==> config.mk <==
export PLATFORM = sky130hd
export DESIGN_NAME = vespa_periph_bus_master
export DESIGN_NICKNAME = d
export VERILOG_FILES = /design/src/rtl/vespa_periph_bus_master.sv
export SDC_FILE = /design/constraint.sdc
export NUM_CORES = 1
export LEC_CHECK = 0
export CAP_MARGIN = 20
export CORE_AREA = 3 3 129 131
export DETAILED_ROUTE_END_ITERATION = 10
export DIE_AREA = 0 0 132 134
export PLACE_DENSITY = 0.65
export SYNTH_ARGS = -nofsm -noshare
export SYNTH_HDL_FRONTEND = slang
export SYNTH_SLANG_ARGS = --single-unit
export TNS_END_PERCENT = 50
==> constraint.sdc <==
create_clock -name i_Clk -period 2.3 [get_ports i_Clk]
set_input_delay 0.345 -clock i_Clk [delete_from_list [all_inputs] [get_ports i_Clk]]
set_output_delay 0.345 -clock i_Clk [all_outputs]
set_load 0.03 [all_outputs]
==> src/rtl/vespa_periph_bus_master.sv <==
// Single-beat peripheral bus initiator: decodes one CPU access at a time to a slave
// enable plus local word index, waits the fixed slave latency and acknowledges the CPU.
module vespa_periph_bus_master #(
    parameter int          NUM_SLAVES = 4,
    parameter logic [31:0] BASE_ADDR  = 32'h8000_0000,
    parameter int          SPAN_LOG2  = 8,
    parameter int          RESP_LAT   = 1
) (
    input  logic                     i_Clk,
    input  logic                     i_Rst,
    input  logic                     i_Req,
    input  logic                     i_We,
    input  logic [31:0]              i_Addr,
    input  logic [31:0]              i_WData,
    output logic                     o_Ack,
    output logic [31:0]              o_RData,
    output logic                     o_Err,
    output logic                     o_Busy,
    output logic [NUM_SLAVES-1:0]    o_WEnable,
    output logic [NUM_SLAVES-1:0]    o_REnable,
    output logic [31:0]              o_WAddr,
    output logic [31:0]              o_RAddr,
    output logic [31:0]              o_WData,
    input  logic [NUM_SLAVES*32-1:0] i_RData,
    input  logic [NUM_SLAVES-1:0]    i_Err
);

    localparam int SEL_W = $clog2(NUM_SLAVES);
    localparam int TOP   = SPAN_LOG2 + SEL_W;
    localparam int LOC_W = SPAN_LOG2 - 2;

    typedef enum logic [2:0] {
        S_IDLE,
        S_DECERR,
        S_ISSUE,
        S_WAIT,
        S_RESP
    } state_t;

    state_t                state_q, state_d;
    logic                  we_q, we_d;
    logic [SEL_W-1:0]      idx_q, idx_d;
    logic [2:0]            cnt_q, cnt_d;
    logic                  ack_q, ack_d;
    logic [31:0]           rdata_q, rdata_d;
    logic                  err_q, err_d;
    logic [NUM_SLAVES-1:0] wen_q, wen_d;
    logic [NUM_SLAVES-1:0] ren_q, ren_d;
    logic [31:0]           waddr_q, waddr_d;
    logic [31:0]           wdata_q, wdata_d;

    // Decode is taken straight from the request so the enable can fire in the very next cycle.
    logic                  in_win;
    logic                  misaligned;
    logic [SEL_W-1:0]      req_idx;
    logic [31:0]           req_local;
    logic [NUM_SLAVES-1:0] req_onehot;
    logic [31:0]           slave_rdata [NUM_SLAVES];

    assign in_win     = (i_Addr[31:TOP] == BASE_ADDR[31:TOP]);
    assign misaligned = |i_Addr[1:0];
    assign req_idx    = i_Addr[TOP-1:SPAN_LOG2];
    assign req_local  = {{(32-LOC_W){1'b0}}, i_Addr[SPAN_LOG2-1:2]};

    generate
        for (genvar gi = 0; gi < NUM_SLAVES; gi++) begin : g_slave
            assign req_onehot[gi]  = (req_idx == SEL_W'(gi));
            assign slave_rdata[gi] = i_RData[32*gi +: 32];
        end
    endgenerate

    always_comb begin
        state_d = state_q;
        we_d    = we_q;
        idx_d   = idx_q;
        cnt_d   = cnt_q;
        ack_d   = 1'b0;
        rdata_d = rdata_q;
        err_d   = err_q;
        wen_d   = '0;
        ren_d   = '0;
        waddr_d = waddr_q;
        wdata_d = wdata_q;

        case (state_q)
            S_IDLE: begin
                if (i_Req) begin
                    we_d    = i_We;
                    idx_d   = req_idx;
                    waddr_d = req_local;
                    wdata_d = i_WData;
                    if (!in_win || misaligned) begin
                        state_d = S_DECERR;
                    end else begin
                        state_d = S_ISSUE;
                        if (i_We) begin
                            wen_d = req_onehot;
                        end else begin
                            ren_d = req_onehot;
                        end
                    end
                end
            end
            S_DECERR: begin
                err_d   = 1'b1;
                ack_d   = 1'b1;
                state_d = S_RESP;
            end
            S_ISSUE: begin
                cnt_d   = 3'(RESP_LAT - 1);
                state_d = S_WAIT;
            end
            S_WAIT: begin
                if (cnt_q == 3'd0) begin
                    err_d = i_Err[idx_q];
                    if (!we_q) begin
                        rdata_d = slave_rdata[idx_q];
                    end
                    ack_d   = 1'b1;
                    state_d = S_RESP;
                end else begin
                    cnt_d = cnt_q - 3'd1;
                end
            end
            S_RESP: begin
                state_d = S_IDLE;
            end
            default: begin
                state_d = S_IDLE;
            end
        endcase
    end

    always_ff @(posedge i_Clk) begin
        if (i_Rst) begin
            state_q <= S_IDLE;
            we_q    <= 1'b0;
            idx_q   <= '0;
            cnt_q   <= '0;
            ack_q   <= 1'b0;
            rdata_q <= '0;
            err_q   <= 1'b0;
            wen_q   <= '0;
            ren_q   <= '0;
            waddr_q <= '0;
            wdata_q <= '0;
        end else begin
            state_q <= state_d;
            we_q    <= we_d;
            idx_q   <= idx_d;
            cnt_q   <= cnt_d;
            ack_q   <= ack_d;
            rdata_q <= rdata_d;
            err_q   <= err_d;
            wen_q   <= wen_d;
            ren_q   <= ren_d;
            waddr_q <= waddr_d;
            wdata_q <= wdata_d;
        end
    end

    assign o_Ack     = ack_q;
    assign o_RData   = rdata_q;
    assign o_Err     = err_q;
    assign o_Busy    = (state_q != S_IDLE);
    assign o_WEnable = wen_q;
    assign o_REnable = ren_q;
    assign o_WAddr   = waddr_q;
    assign o_RAddr   = waddr_q;
    assign o_WData   = wdata_q;

endmodule

==> results of run 1 <==
-- power by group through the flow --
stage | sequential [mW] | clock (mW) | combinational, mW
6_report | 1.63 | 1.48 | 0.957
2_1_floorplan | 1.73 | 0 | 0.462
3_5_place_dp | 1.67 | 0 | 0.960
3_3_place_gp | 1.67 | 0 | 0.958
5_1_grt | 1.64 | 1.60 | 1.02
4_1_cts | 1.64 | 1.53 | 0.963
-- placed cells by master, fill, tap and decap left out, drive strengths merged, types with 3 or more instances in the layout --
cell type / n
clkbuf: 11
nor3: 8
buf: 16
o31ai: 3
clkdlybuf4s50: 285
nand2: 153
nor4: 7
nor2: 11
conb: 52
a21oi: 75
inv: 7
mux4: 33
dfxtp: 89
-- metal layers --
layer,GRT usage (%),part of all wire [%]
met3,4.201,7.8
met1,19.54,42
met2,25.77,49
met4,4.901,1.6
met5,0,0
-- metrics by stage --
| stage | setup WS (ps) | instance area [µm²] | utilization [%] |
|---|---|---|---|
| finish | 280.3 | 7600 | 48.37 |
| global route | 176.3 | 7600 | 48.37 |
| CTS | 263.4 | 7600 | 48.37 |
| detailed placement | 156.9 | 7305 | 46.49 |
| global placement | 181.3 | 7305 | 46.49 |
| floorplan | 605.8 | 4616 | - |
-- kinds of logic after synthesis --
logic type,count (synthesis)
compound gates,84
flops,89
simple gates,191
other cells,1
mux,33
fa+ha+maj,2
buf+inv,100
-- worst min path at each step --
stage / end / slack [ps] / cells after the start
3_3_place_gp: o_RData[15]$_SDFFE_PP0P_ / 440 / 2
2_1_floorplan: o_REnable[1]$_SDFF_PP0_ / 420 / 1
4_1_cts: cnt_q[2]$_SDFFE_PP0P_ / 430 / 2
3_5_place_dp: o_WData[8]$_SDFFE_PP0N_ / 450 / 2
6_report: cnt_q[2]$_SDFFE_PP0P_ / 450 / 2
5_1_grt: o_WData[8]$_SDFFE_PP0N_ / 470 / 2
-- sequential cells by signal, summed over array words and instances, names as in the netlist --
name and cells:
o_REnable 4, o_RData 32, idx_q 2, cnt_q 3, o_WEnable 4, o_RAddr 6, state_q 3, o_WData 32
o_Ack 1, we_q 1, o_Err 1
-- layout make-up --
cell class                 instances  area, µm²
timing repair buffer             301       3008
sequential                        89       1784
clock buffer                      11      242.7
clock inverter                     4      52.55
inverter                           6      22.52
fill                            1517       8113
tap                              216      270.3
multi-input combinational        362       2220
-- worst max-delay path, stage by stage, from the launching register on --
cell             delay (ps)
dfxtp_1                 510
nor3_4                  100
inv_1                    70
clkdlybuf4s50_1         670
==> impl_metrics.yaml, run 1 <==
drt:
  drt-initial-drc-count: 121
  vias_per_cell: 4.323
  drc: 0
  vias: 4275
  first_pass_iters: 4
  ant_nets: 0
  wl_per_cell_um: 14.25
  wirelength_mm: 14.09
power:
  seq_power_share_pct: 40.2
  p_leak_nw: 2.709
  p_sw_mw: 1.076
  power.internal_mw: 2.990
  max-vdd-ir-drop_mv: 0.3152
  netSwitchingFraction_pct: 26.47
  power_frac_clock_pct: 36.3
  comb_power_share_pct: 23.5
  power_mw: 4.066
  powerDensity_nw_per_um2: 535.0
grt:
  antenna_found_initial: 0
  grt_max_degree: 42
  track_usage_pct: 15.45
  grt_pass1_wl_mm: 21.80
  grt-ovfl-total: 0
  grt_pass1_vias: 4158
run_status:
  status: "completed"
sta:
  max-slew-margin-rel_pct: 63.08
  rsz0062_at_grt: "no"
  final.setup_skew_ps: 7.607
  whs_ps: 447.3
  slew_viol_final: 0
  report.final.setup_viol: 0
  min_period_over_period_pct: 87.81
  fin_tns_setup_ps: 0
  min_period_ps: 2020
  hold_violations: 0
  max_slew.worst_pin.slew_ps: 553.8
  max_freq_ghz: 0.4951
clocking:
  clock-root-buffer: "clkbuf_16"
  post-cts-setup-buffers: 0
  cts_made_buffers: 9
  clk_pin_slew_ps: 60
  cts_buffer_depth: 2
  h-tree-depth: 3
  post_cts_resized: 0
  clkSinkCount: 89
  cts_hold_buffers: 0
  clock_latency_ps: 340
  cts_tree: "yes"
final_layout:
  syn_to_final_growth_pct: 71.78
  n_antenna_cell: 0
  fin_nets: 971
  fin_cells: 989
  final_layout_size_suffix_gt1_share_pct: 9.314
logic_synthesis:
  yosys.area_share.simple_pct: 18.30
  syn-cell-area_um2: 4424
  synth_top_family_by_area: "simple AND/OR/NAND/NOR gates"
  seq_area_frac_synth_pct: 40.27
  synth.top_cell.area_share_pct: 40.27
  yosysMostFrequentCell: "nand2_1"
  ys_types: 31
  synth_cells: 500
  async_reset_ff_share_pct: 0
  ys_top_cells_by_count: "nand2_1 (152), dfxtp_1 (89), a21oi_1 (75), buf_4 (58), mux4_2 (33)"
  synth_compound_area_share_pct: 9.955
  yosys.area.top_type: "dfxtp_1"
  synth_fa_ha_area_share_pct: 0.5656
  synthMuxAreaShare_pct: 16.80
  yosysWarnings: 0
  synth_xor_xnor_area_share_pct: 0
  ys_seq_elements: 89
  yosys-top-cells-area: "dfxtp_1 (40%), mux4_2 (17%), nand2_1 (13%)"
  synth_edf_count: 0
  synthFlopType: "dfxtp_1"
  synth.avg_cell_area_um2: 8.848
run:
  cap_violations: 0
die:
  fp-row-count: 46
  io-pin-count: 339
  coreArea_um2: 15710
  fp.dieH_um: 134
  dieWidth_um: 132
  dieArea_um2: 17690
  start_util_pct: 28.16
worst_setup_path:
  cp.required_ps: 1960
  cp_max_fo: 8
  rrSetupSlack_ps: 400
  rr_worst_depth: 8
  critPathKind: "register to output pin"
  r2r_start: "cnt_q[0]$_SDFFE_PP0P_"
  r2r_end: "o_RData[18]$_SDFFE_PP0P_"
  cp.arrival_ps: 1670
  end_kind: "output pin"
  startpoint: "state_q[0]$_SDFFE_PP0P_"
  startpoint_type: "register"
  cp-endpoint: "o_Busy"
placement:
  io_buffers: 286
  place.gp.congestion: 0.7540
  dp_hpwl_mm: 11.21
  place_inst: 974
hold_path:
  hp-start: "i_Rst"
  min_path_type: "primary input to register"
(Power assumes the default switching activity.)
==> run 2, diff against run 1 <==
--- a/config.mk
+++ b/config.mk
@@ -5,10 +5,11 @@
 export SDC_FILE = /design/constraint.sdc
 export NUM_CORES = 1
 export LEC_CHECK = 0
+export ABC_AREA = 1
 export CAP_MARGIN = 20
-export CORE_AREA = 3 3 129 131
+export CORE_AREA = 3 3 130 132
 export DETAILED_ROUTE_END_ITERATION = 10
-export DIE_AREA = 0 0 132 134
+export DIE_AREA = 0 0 133 135
 export PLACE_DENSITY = 0.65
 export SYNTH_ARGS = -nofsm -noshare
 export SYNTH_HDL_FRONTEND = slang
==> impl_metrics.yaml, run 2 <==
power:
  powerDensity_nw_per_um2: 569.2
  max-vdd-ir-drop_mv: 0.4208
  power.internal_mw: 3.114
  seq_power_share_pct: 37.4
  power_frac_clock_pct: 35.3
  p_leak_nw: 3.166
  power_mw: 4.404
  comb_power_share_pct: 27.3
  netSwitchingFraction_pct: 29.28
  p_sw_mw: 1.290
logic_synthesis:
  synthFlopType: "dfxtp_1"
  ys_types: 22
  synthMuxAreaShare_pct: 0
  yosysWarnings: 0
  yosysMostFrequentCell: "nor2_1"
  synth_fa_ha_area_share_pct: 0.5448
  synth_top_family_by_area: "simple AND/OR/NAND/NOR gates"
  synth_edf_count: 0
  synth_xor_xnor_area_share_pct: 0
  async_reset_ff_share_pct: 0
  synth.avg_cell_area_um2: 6.745
  synth.top_cell.area_share_pct: 38.79
  ys_top_cells_by_count: "nor2_1 (243), o21ai_0 (144), dfxtp_1 (89), buf_4 (58), o22ai_1 (32)"
  synth_cells: 681
  synth_compound_area_share_pct: 20.89
  seq_area_frac_synth_pct: 38.79
  ys_seq_elements: 89
  syn-cell-area_um2: 4593
  yosys.area_share.simple_pct: 23.92
  yosys-top-cells-area: "dfxtp_1 (39%), nor2_1 (20%), o21ai_0 (16%)"
  yosys.area.top_type: "dfxtp_1"
sta:
  max_freq_ghz: 0.5039
  rsz0062_at_grt: "no"
  final.setup_skew_ps: 5.257
  max_slew.worst_pin.slew_ps: 567.7
  min_period_ps: 1984
  hold_violations: 0
  fin_tns_setup_ps: 0
  slew_viol_final: 0
  min_period_over_period_pct: 86.28
  whs_ps: 508.9
  max-slew-margin-rel_pct: 62.10
  report.final.setup_viol: 0
drt:
  drt-initial-drc-count: 171
  wl_per_cell_um: 14.93
  vias_per_cell: 4.479
  vias: 5205
  drc: 0
  ant_nets: 0
  first_pass_iters: 4
  wirelength_mm: 17.35
clocking:
  h-tree-depth: 3
  clk_pin_slew_ps: 60
  clkSinkCount: 89
  post-cts-setup-buffers: 0
  cts_made_buffers: 9
  cts_hold_buffers: 0
  post_cts_resized: 0
  cts_buffer_depth: 2
  cts_tree: "yes"
  clock-root-buffer: "clkbuf_16"
  clock_latency_ps: 340
worst_setup_path:
  cp.required_ps: 1960
  cp_slowest_cell: "clkdlybuf4s50_1"
  startpoint_type: "register"
  cp.arrival_ps: 1640
  max_stage_delay_ps: 710
  worstPathCellList: "nor2_2 -> nand2_2 -> clkdlybuf4s50_1"
  critPathKind: "register to output pin"
  cp_max_fo: 4
  end_kind: "output pin"
hold_path:
  min_path_type: "register to register"
final_layout:
  syn_to_final_growth_pct: 68.43
  fin_nets: 1144
  utilization_pct: 48.88
  final_common_cell: "clkdlybuf4s50_1"
  final_cell_mix: "clkdlybuf4s50_1 (286), nor2_1 (243), o21ai_0 (144)"
  n_antenna_cell: 0
  final_layout_size_suffix_gt1_share_pct: 4.334
  fin_area_um2: 7736
die:
  start_util_pct: 29.02
  fp.dieH_um: 135
  io-pin-count: 339
  coreArea_um2: 15830
  fp-row-count: 46
  dieArea_um2: 17960
  dieWidth_um: 133
run:
  cap_violations: 0
placement:
  placed_area_um2: 7426
  place.gp.congestion: 0.7877
  io_buffers: 286
  dp_hpwl_mm: 12.98
grt:
  grt_pass1_wl_mm: 26.29
  grt_pass1_vias: 5008
  grt_max_degree: 68
  antenna_found_initial: 0
  track_usage_pct: 18.22
  grt-ovfl-total: 0
run_status:
  status: "completed"
-- run 2: cell count changes after synthesis, moves of 3 or more --
cell and change:
nand3_1 +8, o21ai_0 +142, inv_1 +20, clkbuf_1 +10, o22ai_1 +32, o31ai_1 -3
nor3_1 -6, inv_2 +3, a21oi_1 -69, buf_2 -4, nor2_1 +232, nor4_1 -7
nand2_1 -133, mux4_2 -33
-- run 2: layout make-up --
class,count,area [µm²]
clock inverter,5,81.33
timing repair buffer,299,2985
multi-input combinational,514,2278
inverter,29,108.9
sequential,89,1783
tap,216,270.3
fill,1594,8092
clock buffer,10,229.0
-- run 2: worst max-delay path, delay by kind of cell (launching register included) --
kind,cells,cell delay (ps)
buf+inv,1,710
flops,1,380
simple gates,2,210
-- run 2: path summary, 6_finish.rpt --
check	from	endpoint	slack, ps	depth (start not counted)
setup reg to reg	cnt_q[0]$_SDFFE_PP0P_	o_RData[20]$_SDFFE_PP0P_	650	8
hold reg to reg	o_RData[15]$_SDFFE_PP0P_	o_RData[15]$_SDFFE_PP0P_	510	2
setup / recovery	state_q[2]$_SDFFE_PP0P_	o_Busy	320	3
hold / removal	o_RData[15]$_SDFFE_PP0P_	o_RData[15]$_SDFFE_PP0P_	510	2
-- run 2: kinds of logic (layout without fill, tap and decap cells) --
kind of cell,Yosys count,after routing
simple gates,277,277
compound gates,183,183
other cells,1,52
fa+ha+maj,2,2
flops,89,89
buf+inv,129,343
-- run 2: per-layer routing --
metal | wire length, µm | track usage [%] | vias to the layer above
li1 | - | - | 2628
met1 | 7140 | 21.94 | 2343
met2 | 8026 | 29.68 | 213
met3 | 1863 | 7.303 | 21
met4 | 323 | 6.120 | 0
met5 | 0 | 0 | -
-- run 2: per-stage QoR --
step | std cells | worst slack [ps]
final | 1162 | 315.5
after global routing | 1162 | 235.4
after CTS | 1162 | 284.5
after detailed placement | 1147 | 409.7
after global placement | 1147 | 461.1
after floorplan | 732 | 897.6
-- run 2: power groups by stage --
stage	registers (mW)	logic (mW)	clock network (mW)
after floorplan	1.80	0.547	0
after global placement	1.68	1.20	0
after detailed placement	1.68	1.20	0
after CTS	1.65	1.21	1.60
after global routing	1.66	1.30	1.67
final	1.65	1.20	1.56
==> RTL change (flow settings as in run 2) <==
Put one more register stage on the output `o_Err`, with the module's reset. The value now appears one clock later. The other outputs are not delayed to match.
--- a/src/rtl/vespa_periph_bus_master.sv
+++ b/src/rtl/vespa_periph_bus_master.sv
@@ -161,7 +161,13 @@
 
     assign o_Ack     = ack_q;
     assign o_RData   = rdata_q;
-    assign o_Err     = err_q;
+    always_ff @(posedge i_Clk) begin
+        if (i_Rst) begin
+            o_Err <= '0;
+        end else begin
+            o_Err <= err_q;
+        end
+    end
     assign o_Busy    = (state_q != S_IDLE);
     assign o_WEnable = wen_q;
     assign o_REnable = ren_q;
Formal check against the unedited RTL: not equivalent (Yosys sat finds a counterexample within 4 cycles, from zero or initial values and one cycle with i_Rst high).
==> RTL change against run 2 <==
Synthesized area is 0.49% higher. Worst setup slack improved by 0.042 ns. Design area is essentially flat. Sequential cell count increased by 1. Wire length decreased by 1.8%. Power shrank 2.1%.
==> RTL change: results (changes against run 2) <==
Status = finished, final reports clean
Setup crit start = state_q[0]
Clock buffers = 9 (-1)
Clock Skew = 0.00494 ns (-0.000315 ns)
Reg2Reg Setup Slack = 0.61 ns (-0.04 ns)
Cell variety after synth = 24 (+9.1%)
Cell Area, Placed = 0.00744 mm^2 (+0.22%)
Pleak = 3.16 nW (-0.19%)
WL final = 17,000 um (-1.8%)
Top cells by area, synth = dfxtp_1 (39%), nor2_1 (20%), o21ai_0 (16%), buf_4 (9.4%), o22ai_1 (4.3%)
Period utilisation layout = 0.844 (-0.0184)
Syn Area/Cell = 6.78 um^2 (+0.49%)
NonClk Buf Share = 0.386 (about the same)
Fillers = 1,587 (-0.44%)
Max VDD drop = 355 uV (-16%)
Critical path arrival = 1.60 ns (-0.04 ns)
Hold wc startpoint = err_q
Post-synthesis adder-cell area fraction = 0.00542 (-0.0000266)
Drt initial violations = 163 (-4.7%)
Ratio of cells with drive above 1 in the final layout = 0.0413 (-0.00203)
Placed cells = 1,145 (-0.17%)
GP Congestion = 0.792 (+0.55%)
Vias per cell = 4.46 (-0.54%)
Post-DP HPWL = 12,900 um (-0.70%)
Top post-synthesis cells by count = nor2_1 (244), o21ai_0 (144), dfxtp_1 (90)
Clock Network Area Fraction = 0.0379 (-0.00226)
Sequential fraction of total cell area = 0.233 (+0.00263)
-- RTL change: cell count changes in the layout (fill, tap and decap cells not counted), sizes merged --
cell	run 2	this run
a21oi	6	5
buf	13	11
bufinv	2	1
clkbuf	10	9
clkinv	2	3
clkinvlp	1	2
dfxtp	89	90
inv	29	28
nand3	9	7
nand3b	0	1
nand4	0	1
nor2	246	247
-- RTL change: power by group --
part / total [mW] / switching, mW / leakage, nW / internal, mW
combinational: 1.18 / 0.628 / 2.29 / 0.556
sequential: 1.67 / 0.0425 / 0.735 / 1.63
clock: 1.46 / 0.618 / 0.138 / 0.839
total: 4.31 / 1.29 / 3.16 / 3.02
-- RTL change: metal layers --
metal  track usage  routed length (um)  share of wire  vias to the layer above
li1              -                   -              -                     2629
met1         0.211                7070           0.41                     2309
met2         0.305                8030           0.47                      212
met3        0.0719                1700           0.10                       18
met4        0.0583                 234          0.014                        0
met5             0                   0              0                        -
